===== src/rtl/lsu_mem_queue_pkg.sv =====
// Shared types for the LSU memory queue: op sizes, queue entry layout, mainMem request/response.
// Latency: n/a (types and pure combinational helpers only).
// Backpressure: n/a.
package lsu_mem_queue_pkg;

    // Tag width carried inside a queue entry; the top-level TAG_W must not exceed this.
    localparam int LSQ_TAG_W = 6;

    // mainMem is 32 bytes; only the low address bits are decoded and it wraps modulo its size.
    localparam int MEM_ADDR_W = 5;

    typedef enum logic [1:0] {
        MEM_B = 2'b00,
        MEM_H = 2'b01,
        MEM_W = 2'b10
    } memSize_e;

    typedef enum logic {
        ISSUE  = 1'b0,
        RMW_WR = 1'b1
    } lsqState_e;

    typedef struct packed {
        logic                 is_store;
        memSize_e             size;
        logic                 is_unsigned;
        logic [31:0]          addr;
        logic [31:0]          wdata;
        logic [LSQ_TAG_W-1:0] tag;
    } lsqEntryStruct;

    typedef struct packed {
        logic [31:0] addr;
        logic [31:0] wr_data;
        logic        MemWrite;
        logic        MemRead;
        logic        valid;
    } memReqStruct;

    typedef struct packed {
        logic [31:0] rd_data;
    } memRespStruct;

    // Store merge for read-modify-write: keep the memory word, overlay the low store bytes.
    function automatic logic [31:0] merge_store(input logic [31:0] rd, input logic [31:0] wd,
                                                input memSize_e size);
        case (size)
            MEM_B:   return {rd[31:8], wd[7:0]};
            MEM_H:   return {rd[31:16], wd[15:0]};
            default: return wd;
        endcase
    endfunction

    // Load extension: sub-word results come from the low bytes of the read word.
    function automatic logic [31:0] extend_load(input logic [31:0] rd, input memSize_e size,
                                                input logic is_unsigned);
        case (size)
            MEM_B:   return {{24{~is_unsigned & rd[7]}}, rd[7:0]};
            MEM_H:   return {{16{~is_unsigned & rd[15]}}, rd[15:0]};
            default: return rd;
        endcase
    endfunction

endpackage


===== src/rtl/lsu_mem_queue_fifo.sv =====
// In-order entry buffer for the LSU queue: DEPTH x lsqEntryStruct, circular pointers plus occupancy count.
// Latency: a pushed entry is visible at head the cycle after the push edge (no fall-through).
// Backpressure: push is ignored when full, pop ignored when empty; caller gates with full/empty.
//
// Ports: clk, reset (async, active-high), push/push_data, pop, head (current oldest entry),
//        count (registered occupancy), full, empty.
module lsu_fifo
    import lsu_mem_queue_pkg::*;
#(
    parameter int DEPTH = 4
) (
    input  logic                       clk,
    input  logic                       reset,
    input  logic                       push,
    input  lsqEntryStruct              push_data,
    input  logic                       pop,
    output lsqEntryStruct              head,
    output logic [$clog2(DEPTH):0]     count,
    output logic                       full,
    output logic                       empty
);

    localparam int PTR_W = $clog2(DEPTH);

    lsqEntryStruct          store_q [0:DEPTH-1];
    logic [PTR_W-1:0]       wr_ptr;
    logic [PTR_W-1:0]       rd_ptr;
    logic                   push_ok;
    logic                   pop_ok;

    assign full    = (count == (PTR_W+1)'(DEPTH));
    assign empty   = (count == '0);
    assign push_ok = push && !full;
    assign pop_ok  = pop && !empty;
    assign head    = store_q[rd_ptr];

    always_ff @(posedge clk or posedge reset) begin
        if (reset) begin
            wr_ptr <= '0;
            rd_ptr <= '0;
            count  <= '0;
        end else begin
            if (push_ok) begin
                wr_ptr <= wr_ptr + 1'b1;
            end
            if (pop_ok) begin
                rd_ptr <= rd_ptr + 1'b1;
            end
            case ({push_ok, pop_ok})
                2'b10:   count <= count + 1'b1;
                2'b01:   count <= count - 1'b1;
                default: count <= count;
            endcase
        end
    end

    // Storage carries no reset: only slots between rd_ptr and wr_ptr are ever observed.
    always_ff @(posedge clk) begin
        if (push_ok) begin
            store_q[wr_ptr] <= push_data;
        end
    end

endmodule


===== src/rtl/lsu_mem_queue.sv =====
// In-order load/store queue in front of single-port mainMem: one request per cycle, RMW for sub-word stores.
// Latency: enqueue edge -> request next cycle -> load result registered on the following edge; sub-word store 2 cycles.
// Backpressure: in_ready from registered occupancy only; a head load waits (no request) while the wb register is held.
//
// Ports: clk, reset (async, active-high); in_* op offer with in_valid/in_ready; mem_req/mem_resp to mainMem
//        (rd_data combinational with the request); wb_valid/wb_ready/wb_tag/wb_data load results.
module lsu_mem_queue
    import lsu_mem_queue_pkg::*;
#(
    parameter int DEPTH = 4,
    parameter int TAG_W = 6
) (
    input  logic              clk,
    input  logic              reset,
    input  logic              in_valid,
    output logic              in_ready,
    input  logic              in_is_store,
    input  logic [1:0]        in_size,
    input  logic              in_unsigned,
    input  logic [31:0]       in_addr,
    input  logic [31:0]       in_wdata,
    input  logic [TAG_W-1:0]  in_tag,
    output memReqStruct       mem_req,
    input  memRespStruct      mem_resp,
    output logic              wb_valid,
    input  logic              wb_ready,
    output logic [TAG_W-1:0]  wb_tag,
    output logic [31:0]       wb_data
);

    localparam int CNT_W = $clog2(DEPTH) + 1;

    lsqEntryStruct      in_entry;
    lsqEntryStruct      head;
    logic [CNT_W-1:0]   fifo_count;
    logic               fifo_full;
    logic               fifo_empty;
    logic               fifo_push;
    logic               pop;
    logic               load_fire;
    logic               rmw_rd;
    logic               wb_free;
    lsqState_e          state;
    logic [31:0]        merge_q;

    // Registered count only, so a full queue refuses even when the head pops this cycle.
    assign in_ready  = (fifo_count < CNT_W'(DEPTH));
    assign fifo_push = in_valid && !fifo_full;
    assign wb_free   = !wb_valid || wb_ready;

    // Size 2'b11 is folded to word on entry so downstream logic sees only legal sizes.
    always_comb begin
        in_entry             = '0;
        in_entry.is_store    = in_is_store;
        in_entry.size        = (in_size == 2'b11) ? MEM_W : memSize_e'(in_size);
        in_entry.is_unsigned = in_unsigned;
        in_entry.addr        = in_addr;
        in_entry.wdata       = in_wdata;
        in_entry.tag         = LSQ_TAG_W'(in_tag);
    end

    lsu_fifo #(
        .DEPTH (DEPTH)
    ) u_fifo (
        .clk       (clk),
        .reset     (reset),
        .push      (fifo_push),
        .push_data (in_entry),
        .pop       (pop),
        .head      (head),
        .count     (fifo_count),
        .full      (fifo_full),
        .empty     (fifo_empty)
    );

    // Request decode from head entry and state. Any cycle without a request drives all-zero,
    // which also makes reset drop the request as soon as the queue and state flops clear.
    always_comb begin
        mem_req   = '0;
        pop       = 1'b0;
        load_fire = 1'b0;
        rmw_rd    = 1'b0;
        if (!fifo_empty) begin
            case (state)
                ISSUE: begin
                    if (!head.is_store) begin
                        if (wb_free) begin
                            mem_req.valid   = 1'b1;
                            mem_req.MemRead = 1'b1;
                            mem_req.addr    = head.addr;
                            pop             = 1'b1;
                            load_fire       = 1'b1;
                        end
                    end else if (head.size == MEM_W) begin
                        mem_req.valid    = 1'b1;
                        mem_req.MemWrite = 1'b1;
                        mem_req.addr     = head.addr;
                        mem_req.wr_data  = head.wdata;
                        pop              = 1'b1;
                    end else begin
                        // Sub-word store, first half: fetch the word to merge into.
                        mem_req.valid   = 1'b1;
                        mem_req.MemRead = 1'b1;
                        mem_req.addr    = head.addr;
                        rmw_rd          = 1'b1;
                    end
                end
                RMW_WR: begin
                    mem_req.valid    = 1'b1;
                    mem_req.MemWrite = 1'b1;
                    mem_req.addr     = head.addr;
                    mem_req.wr_data  = merge_q;
                    pop              = 1'b1;
                end
                default: begin
                    mem_req = '0;
                end
            endcase
        end
    end

    always_ff @(posedge clk or posedge reset) begin
        if (reset) begin
            state    <= ISSUE;
            merge_q  <= '0;
            wb_valid <= 1'b0;
            wb_data  <= '0;
            wb_tag   <= '0;
        end else begin
            case (state)
                ISSUE: begin
                    if (rmw_rd) begin
                        merge_q <= merge_store(mem_resp.rd_data, head.wdata, head.size);
                        state   <= RMW_WR;
                    end
                end
                RMW_WR: begin
                    state <= ISSUE;
                end
                default: begin
                    state <= ISSUE;
                end
            endcase

            // A new load result takes priority over clearing on handshake (back-to-back loads).
            if (load_fire) begin
                wb_valid <= 1'b1;
                wb_data  <= extend_load(mem_resp.rd_data, head.size, head.is_unsigned);
                wb_tag   <= TAG_W'(head.tag);
            end else if (wb_valid && wb_ready) begin
                wb_valid <= 1'b0;
                wb_data  <= '0;
                wb_tag   <= '0;
            end
        end
    end

endmodule


===== config.mk =====
export PLATFORM = sky130hd
export DESIGN_NAME = lsu_mem_queue
export DESIGN_NICKNAME = d
export VERILOG_FILES = /design/src/rtl/lsu_mem_queue_pkg.sv /design/src/rtl/lsu_mem_queue_fifo.sv /design/src/rtl/lsu_mem_queue.sv
export SDC_FILE = /design/constraint.sdc
export NUM_CORES = 1
export LEC_CHECK = 0
export BUFFER_PORTS_ARGS = -buffer_cell sky130_fd_sc_hd__buf_2
export CORE_MARGIN = 10
export CORE_UTILIZATION = 42
export CTS_BUF_LIST = sky130_fd_sc_hd__clkbuf_4
export DETAILED_ROUTE_END_ITERATION = 10
export PLACE_DENSITY = 0.74
export SLEW_MARGIN = 25
export SYNTH_ARGS = -nofsm -noshare
export SYNTH_HDL_FRONTEND = slang
export SYNTH_SLANG_ARGS = --single-unit

===== constraint.sdc =====
create_clock -name clk -period 5 [get_ports clk]
set_input_delay 0.5 -clock clk [delete_from_list [all_inputs] [get_ports clk]]
set_output_delay 0.5 -clock clk [all_outputs]
set_load 0.05 [all_outputs]

==> results of run 1 <==
[cell usage after synthesis, types with 2 or more instances]
cell / n / area [um2]
mux2_2: 54 / 608
nor2_1: 5 / 18.8
nand2b_1: 2 / 12.5
and3_1: 17 / 106
dfrtp_1: 79 / 1980
nor3_1: 3 / 15.0
mux4_2: 73 / 1640
o2bb2ai_1: 8 / 70.1
ha_1: 5 / 62.6
nor4_4: 2 / 42.5
a211o_1: 6 / 52.6
clkbuf_1: 29 / 109
mux2i_1: 4 / 40.0
a21oi_1: 12 / 60.1
inv_1: 13 / 48.8
and2_1: 4 / 25.0
a211o_2: 10 / 100
nor2b_1: 35 / 219
buf_6: 3 / 33.8
a22o_1: 46 / 403
nor4_1: 2 / 12.5
buf_4: 3 / 22.5
o21ai_0: 3 / 15.0
nand2_1: 3 / 11.3
edfxtp_1: 296 / 8890
xnor2_1: 4 / 35.0
buf_2: 12 / 60.1
[worst register-to-register path, delay by kind of cell, from the launching register on]
family	cells	cell delay [ps]
multiplexers	1	410
flip-flops	1	680
AND/OR/NAND/NOR	2	680
AO/OA/AOI/OAI	2	380
adder cells (fa/ha/maj)	2	570
XOR/XNOR	2	280
buffers and inverters	2	450
[cell type report]
class	count	area (um2)	share of cell area
clock inverters	23	146	0.00786
multi-input cells	311	3740	0.201
clock buffers	155	1160	0.0625
repair buffers	319	2070	0.111
well taps	455	569	0.0306
flip-flops and latches	375	10900	0.584
diodes	4	10.0	0.000538
inverters	13	50.0	0.00269
[cells by family (layout without fill, tap and decap cells)]
| logic type | count (synthesis) | count (layout) |
|---|---|---|
| other | 0 | 4 |
| XOR/XNOR | 5 | 5 |
| flip-flops | 375 | 375 |
| adder cells (fa/ha/maj) | 6 | 6 |
| AND/OR/NAND/NOR | 77 | 77 |
| multiplexers | 132 | 132 |
| AO/OA/AOI/OAI | 91 | 91 |
| buffers and inverters | 61 | 510 |
[placed cells by master (no fill, tap or decap), types with 35 or more instances in the layout]
cell	Yosys	layout
edfxtp_1	296	296
buf_2	12	216
clkbuf_4	0	155
dlygate4sd3_1	0	85
dfrtp_1	79	77
mux4_2	73	73
mux2_2	54	54
a22o_1	46	46
nor2b_1	35	35
[routing by layer]
metal  part of all wire  vias to the layer above  global-route usage
li1                   -                     3850                   -
met1               0.41                     4404               0.195
met2               0.50                      305               0.268
met3              0.070                       53              0.0497
met4              0.022                        0              0.0685
met5                  0                        -                   0
[worst min path at each step]
stage,startpoint,to
6_report,mem_resp[8],wb_data[8]
5_1_grt,mem_resp[31],wb_data[31]
4_1_cts,mem_resp[9],wb_data[9]
3_5_place_dp,wb_data[9],wb_data[9]
3_3_place_gp,wb_data[30],wb_data[30]
2_1_floorplan,merge_q[0],merge_q[0]
[power by group through the flow]
stage / clock network, W / logic, W / registers, W
3_3_place_gp: 0 / 0.00584 / 0.00465
4_1_cts: 0.00281 / 0.00597 / 0.00462
6_report: 0.00273 / 0.00589 / 0.00461
5_1_grt: 0.00299 / 0.00628 / 0.00470
3_5_place_dp: 0 / 0.00590 / 0.00468
2_1_floorplan: 0 / 0.00415 / 0.00494
[sequential cells by signal, indices dropped and copies added (netlist names)]
| register | count |
|---|---|
| merge_q | 32 |
| state | 1 |
| u_fifo.count | 3 |
| u_fifo.rd_ptr | 2 |
| u_fifo.store_q | 296 |
| u_fifo.wr_ptr | 2 |
| wb_data | 32 |
| wb_tag | 6 |
| wb_valid | 1 |
[metrics by stage]
stage	total power, W	instance area, um2	std cells	setup slack, ps
after global routing	0.0140	18600	1654	289
after CTS	0.0134	18600	1650	451
after floorplan	0.00909	14800	747	1720
after global placement	0.0105	16400	1387	1430
after detailed placement	0.0106	16400	1387	1330
final	0.0132	18600	1655	538
[timing repair]
action	CTS	global route
hold buffers	85	0
hold endpoints to repair	342	0
endpoints found under the setup margin	0	0
gates resized for setup	0	0
==> impl_results.md, run 1 <==
* Status: finished, final reports clean
* Drt total wl at 35,600 um
* Worst R2R End: u_fifo.count[2]
* Clock Root Buffer: clkbuf_4
* Static Leak at 7.27 nW
* R2r worst-path depth at 11
* Setup_tns at 0 ps
* Slew @ Worst Pin at 977 ps
* Placer Congestion at 0.750
* Skew final at 38.2 ps
* Nets at 1,235
* Post-synth cell types at 41
* Crit-path cells: mux4_2 -> buf_4 -> nor2b_1 -> and3_1 -> buf_4 -> a22o_1 -> buf_2
* Vias in the first global route at 9,521
* Chip height at 208 um
* Critical path launch point: u_fifo.rd_ptr[0]
* DR vias/cell at 5.20
* Post-synth ARST share at 0.211
* Part of the power in the clock network at 0.206
* GRT Residual Overflow at 0
* Worst path max stage delay at 680 ps
* Simple-gate share of the synthesized area at 0.0333
* Peak supply drop at 0.500 mV
* WHS at 76.8 ps
* Fmax at 224 MHz
* Initial antenna violation count at 5
* Worst-path maximum fanout at 36
* I/O Buffers at 216
* Syn Area/Cell at 19.9 um2
* CP dominant cell by count: buf_4
* Mux cell area share after synthesis at 0.156
* Worst hold path depth at 3
* Synthesized instance count at 747
* CP endpoint: mem_req[11]
* GR Util All Layers at 0.163
* Seq cells post-synth at 375
* Setup Buffers After CTS at 0
* Register area share after synthesis at 0.732
* Final Max Tran Viols at 0
* Rel. slew slack at 0.347
* Residual DRC at 0
* Detailed placement HPWL at 21,400 um
* Clock Pin Slew Worst Setup and Hold Paths at 60 ps
* CTS tree: built
* Antenna-violating nets left at 0
* 1st-iter DRT viols at 517
* WP data arrival at 3960 ps
* Largest family of logic cells by synthesized area: multiplexers
* Flop2flop setup slack at 1460 ps
* First-pass iteration count of the detailed router at 4
* Layout cells sized above 1 at 0.457
* Site Rows at 68
* Core Util, Final at 0.536
* Top Family by Delay on Critical Path: buffers and inverters
* Fin. Hold Viols at 0
* Crit Reg-Reg Startpoint: u_fifo.rd_ptr[0]
* Synthesized area at 0.0148 mm2
* Flop pwr share at 0.349
* Compound-Gate Fraction of Synth Area at 0.0507
* Post-Synth XOR/XNOR Area at 0.00295
* P_sw at 0.00546 W
* Starting density of the core at 0.427
* Largest net degree at the start of global routing at 55
* Period utilization at 0.892
* Buf+Inv Stages, Crit Path at 3
* FILL cells at 2,827
* Setup CP Type: flop to output port
* Number of synthesized flops with an enable pin at 296
* Chip width at 208 um
* Int Power at 0.00777 W
* Combinational power share at 0.445
* WL/cell at 21.5 um
* Yosys warns at 0
* Max Cap Viol at 0
* Via count at 8,612
* Post-synth top flop: edfxtp_1
* Global-route wire length before repair at 55,100 um
* Synth Area in Adders at 0.00557
* Hold Crit Class: input port to flop
* Die area at 0.0432 mm2
* Pwr dens at 711 mW/mm2
* CTS max path bufs at 3
* CP Launch Type: flop
* H-tree levels at 3
* RSZ-0062 raised after global routing: no
* Final Critical Period at 4460 ps
* Clk sinks at 375
* CTS Buf Count at 99
* I/O Pins at 217
* Critical Path Sink Type: output port
* Switching share of power at 0.413
* Levels on crit path at 7
* Syn Nets at 863
* Crit path required time at 4500 ps
* Final Setup Violations at 0
* Core box area at 0.0347 mm2
* Worst path slowest cell: dfrtp_4
* Synth-to-Final Area Change at 25.5%
* Clk_lat worst skew at 760 ps
Note: power is estimated with default switching activity, not from simulation.
==> inputs of run 2 (changes only) <==
--- a/config.mk
+++ b/config.mk
@@ -8,7 +8,6 @@
 export BUFFER_PORTS_ARGS = -buffer_cell sky130_fd_sc_hd__buf_2
 export CORE_MARGIN = 10
 export CORE_UTILIZATION = 42
-export CTS_BUF_LIST = sky130_fd_sc_hd__clkbuf_4
 export DETAILED_ROUTE_END_ITERATION = 10
 export PLACE_DENSITY = 0.74
 export SLEW_MARGIN = 25
==> run 2 against run 1 <==
Compared with the run above: count of clock-buffer cells in the layout decreased by 104; largest power group unchanged; wire length decreased by 5.5%; critical endpoint is now mem_req[15]; non-clock buffer count decreased by 85; highest routed layer is now met5; register-to-register slack improved by 20 ps; sequential share of layout area increased by 2.9 points.
==> impl_results.md, run 2 (synthesis results as in run 1) <==
* Global-route wire length before repair at 51,500 um (-6.4%)
* Peak supply drop at 0.476 mV (-4.9%)
* CTS Buf Count at 40 (-60%)
* Register Area at 0.0109 mm2 (unchanged)
* Dpl cell area at 0.0164 mm2 (unchanged)
* Slew @ Worst Pin at 978 ps (+1.44 ps)
* Period utilization at 0.842 (-0.0502)
* R2r worst-path depth at 11 (unchanged)
* Initial antenna violation count at 11 (+6)
* WHS at 54.5 ps (-22.2 ps)
* Commonest non-fill, non-tap cells in the layout: edfxtp_1, buf_2, dfrtp_1
* First-pass iteration count of the detailed router at 5 (+1)
* Hold Crit Class: input port to async pin
* H-tree levels at 2 (-1)
* Clock Pin Slew Worst Setup and Hold Paths at 60 ps (about the same)
* Largest net degree at the start of global routing at 55 (unchanged)
* Static Leak at 6.76 nW (-7.0%)
* FILL cells at 2,867 (+1.4%)
* Final Cell Area at 0.0177 mm2 (-4.7%)
* Critical path launch point: u_fifo.rd_ptr[0]
* Setup CP Type: flop to output port
* Biggest regs: u_fifo.store_q x296, merge_q x32, wb_data x32
* RSZ-0062 raised after global routing: no
* Rel. slew slack at 0.346 (-0.000964)
* Chip height at 208 um (unchanged)
* Setup Buffers After CTS at 0 (unchanged)
* CTS tree: built
* Synth-to-Final Area Change at 19.6%
* Starting density of the core at 0.427 (unchanged)
* Total power at 0.0133 W (+0.45%)
* Largest register FFs at 296 (unchanged)
* Clock Root Buffer: clkbuf_16
* Final Setup Violations at 0 (unchanged)
* Nets at 1,091 (-12%)
* Max Cap Viol at 0 (unchanged)
* Area occupied by multi-input gates at 0.00374 mm2 (unchanged)
* Flop2flop setup slack at 1480 ps (+20 ps)
* GRT Residual Overflow at 0 (unchanged)
* CP Launch Type: flop
* Cts hold-fix bufs at 0 (-100%)
* WL/cell at 22.9 um (+6.5%)
* Setup_tns at 0 ps (unchanged)
* GR Util All Layers at 0.152 (-0.0102)
* DR vias/cell at 5.39 (+3.6%)
* Detailed placement HPWL at 21,400 um (unchanged)
* Fin. Hold Viols at 0 (unchanged)
* Worst-path maximum fanout at 36 (unchanged)
* Final Critical Period at 4210 ps (-251 ps)
* WP data arrival at 3710 ps (-250 ps)
* Drt total wl at 33,600 um (-5.5%)
* Chip width at 208 um (unchanged)
* Site Rows at 68 (unchanged)
* Antenna-violating nets left at 0 (unchanged)
* CTS max path bufs at 3 (unchanged)
* Clk_lat worst skew at 530 ps (-230 ps)
* I/O Pins at 217 (unchanged)
* Core box area at 0.0347 mm2 (unchanged)
* Crit Reg-Reg Startpoint: u_fifo.rd_ptr[0]
* Biggest register: u_fifo.store_q
* Placer Congestion at 0.750 (unchanged)
* I/O Buffers at 216 (unchanged)
* Via count at 7,920 (-8.0%)
* Post-CTS sizing at 0 (unchanged)
* Worst R2R End: u_fifo.count[2]
* Commonest non-fill, non-tap cell in the layout: edfxtp_1
* Worst slack, placed at 1330 ps (unchanged)
* Die area at 0.0432 mm2 (unchanged)
* Vias in the first global route at 8,510 (-11%)
* Skew final at 12.8 ps (-25.4 ps)
* 1st-iter DRT viols at 481 (-7.0%)
* Fmax at 237 MHz (+6.0%)
* Status: finished, final reports clean
* Critical Path Sink Type: output port
* Residual DRC at 0 (unchanged)
* Final Max Tran Viols at 0 (unchanged)
* Layout cells sized above 1 at 0.443 (-0.0141)
* Pwr dens at 749 mW/mm2 (+5.4%)
* Clk sinks at 375 (unchanged)
* Final worst slack at 789 ps (+251 ps)
* Crit path required time at 4500 ps (about the same)
## run 2: worst max-delay path by stage
stage	depth (start not counted)	to	slack [ps]
6_report	7	mem_req[15]	790
5_1_grt	7	mem_req[11]	590
4_1_cts	7	mem_req[11]	750
3_5_place_dp	7	mem_req[11]	1330
3_3_place_gp	7	mem_req[10]	1430
2_1_floorplan	3	u_fifo.store_q[0][0]	1720
## run 2: worst max-delay path, stage by stage, from the launching register on
cell and delay [ps]:
dfrtp_4 680, mux4_2 410, buf_4 380, nor2b_1 570
and3_1 250, buf_4 400, a22o_1 210, buf_2 270
## run 2: power breakdown
| group | internal [W] | switching, W |
|---|---|---|
| Clock | 0.00170 | 0.00116 |
| Sequential | 0.00423 | 0.000382 |
| Combinational | 0.00199 | 0.00383 |
## run 2: final cells by class
cell class,count,share of cell area
Antenna cell,10,0.00141
Clock buffer,51,0.0616
Clock inverter,20,0.0101
Inverter,13,0.00282
Multi-Input combinational cell,311,0.211
Sequential cell,375,0.613
Tap cell,455,0.0321
Timing Repair Buffer,234,0.0687
## run 2: metal layers
metal  share of wire  global-route usage  up-vias
met3           0.072              0.0424       60
met2            0.49               0.249      261
met5         0.00074                   0        -
met4           0.027              0.0538        4
li1                -                   -     3498
met1            0.41               0.191     4097
## run 2: per-stage QoR
step,instances,util
3_5_place_dp,1387,0.474
5_1_grt,1463,0.511
2_1_floorplan,747,-
3_3_place_gp,1387,0.474
6_report,1469,0.511
4_1_cts,1458,0.510
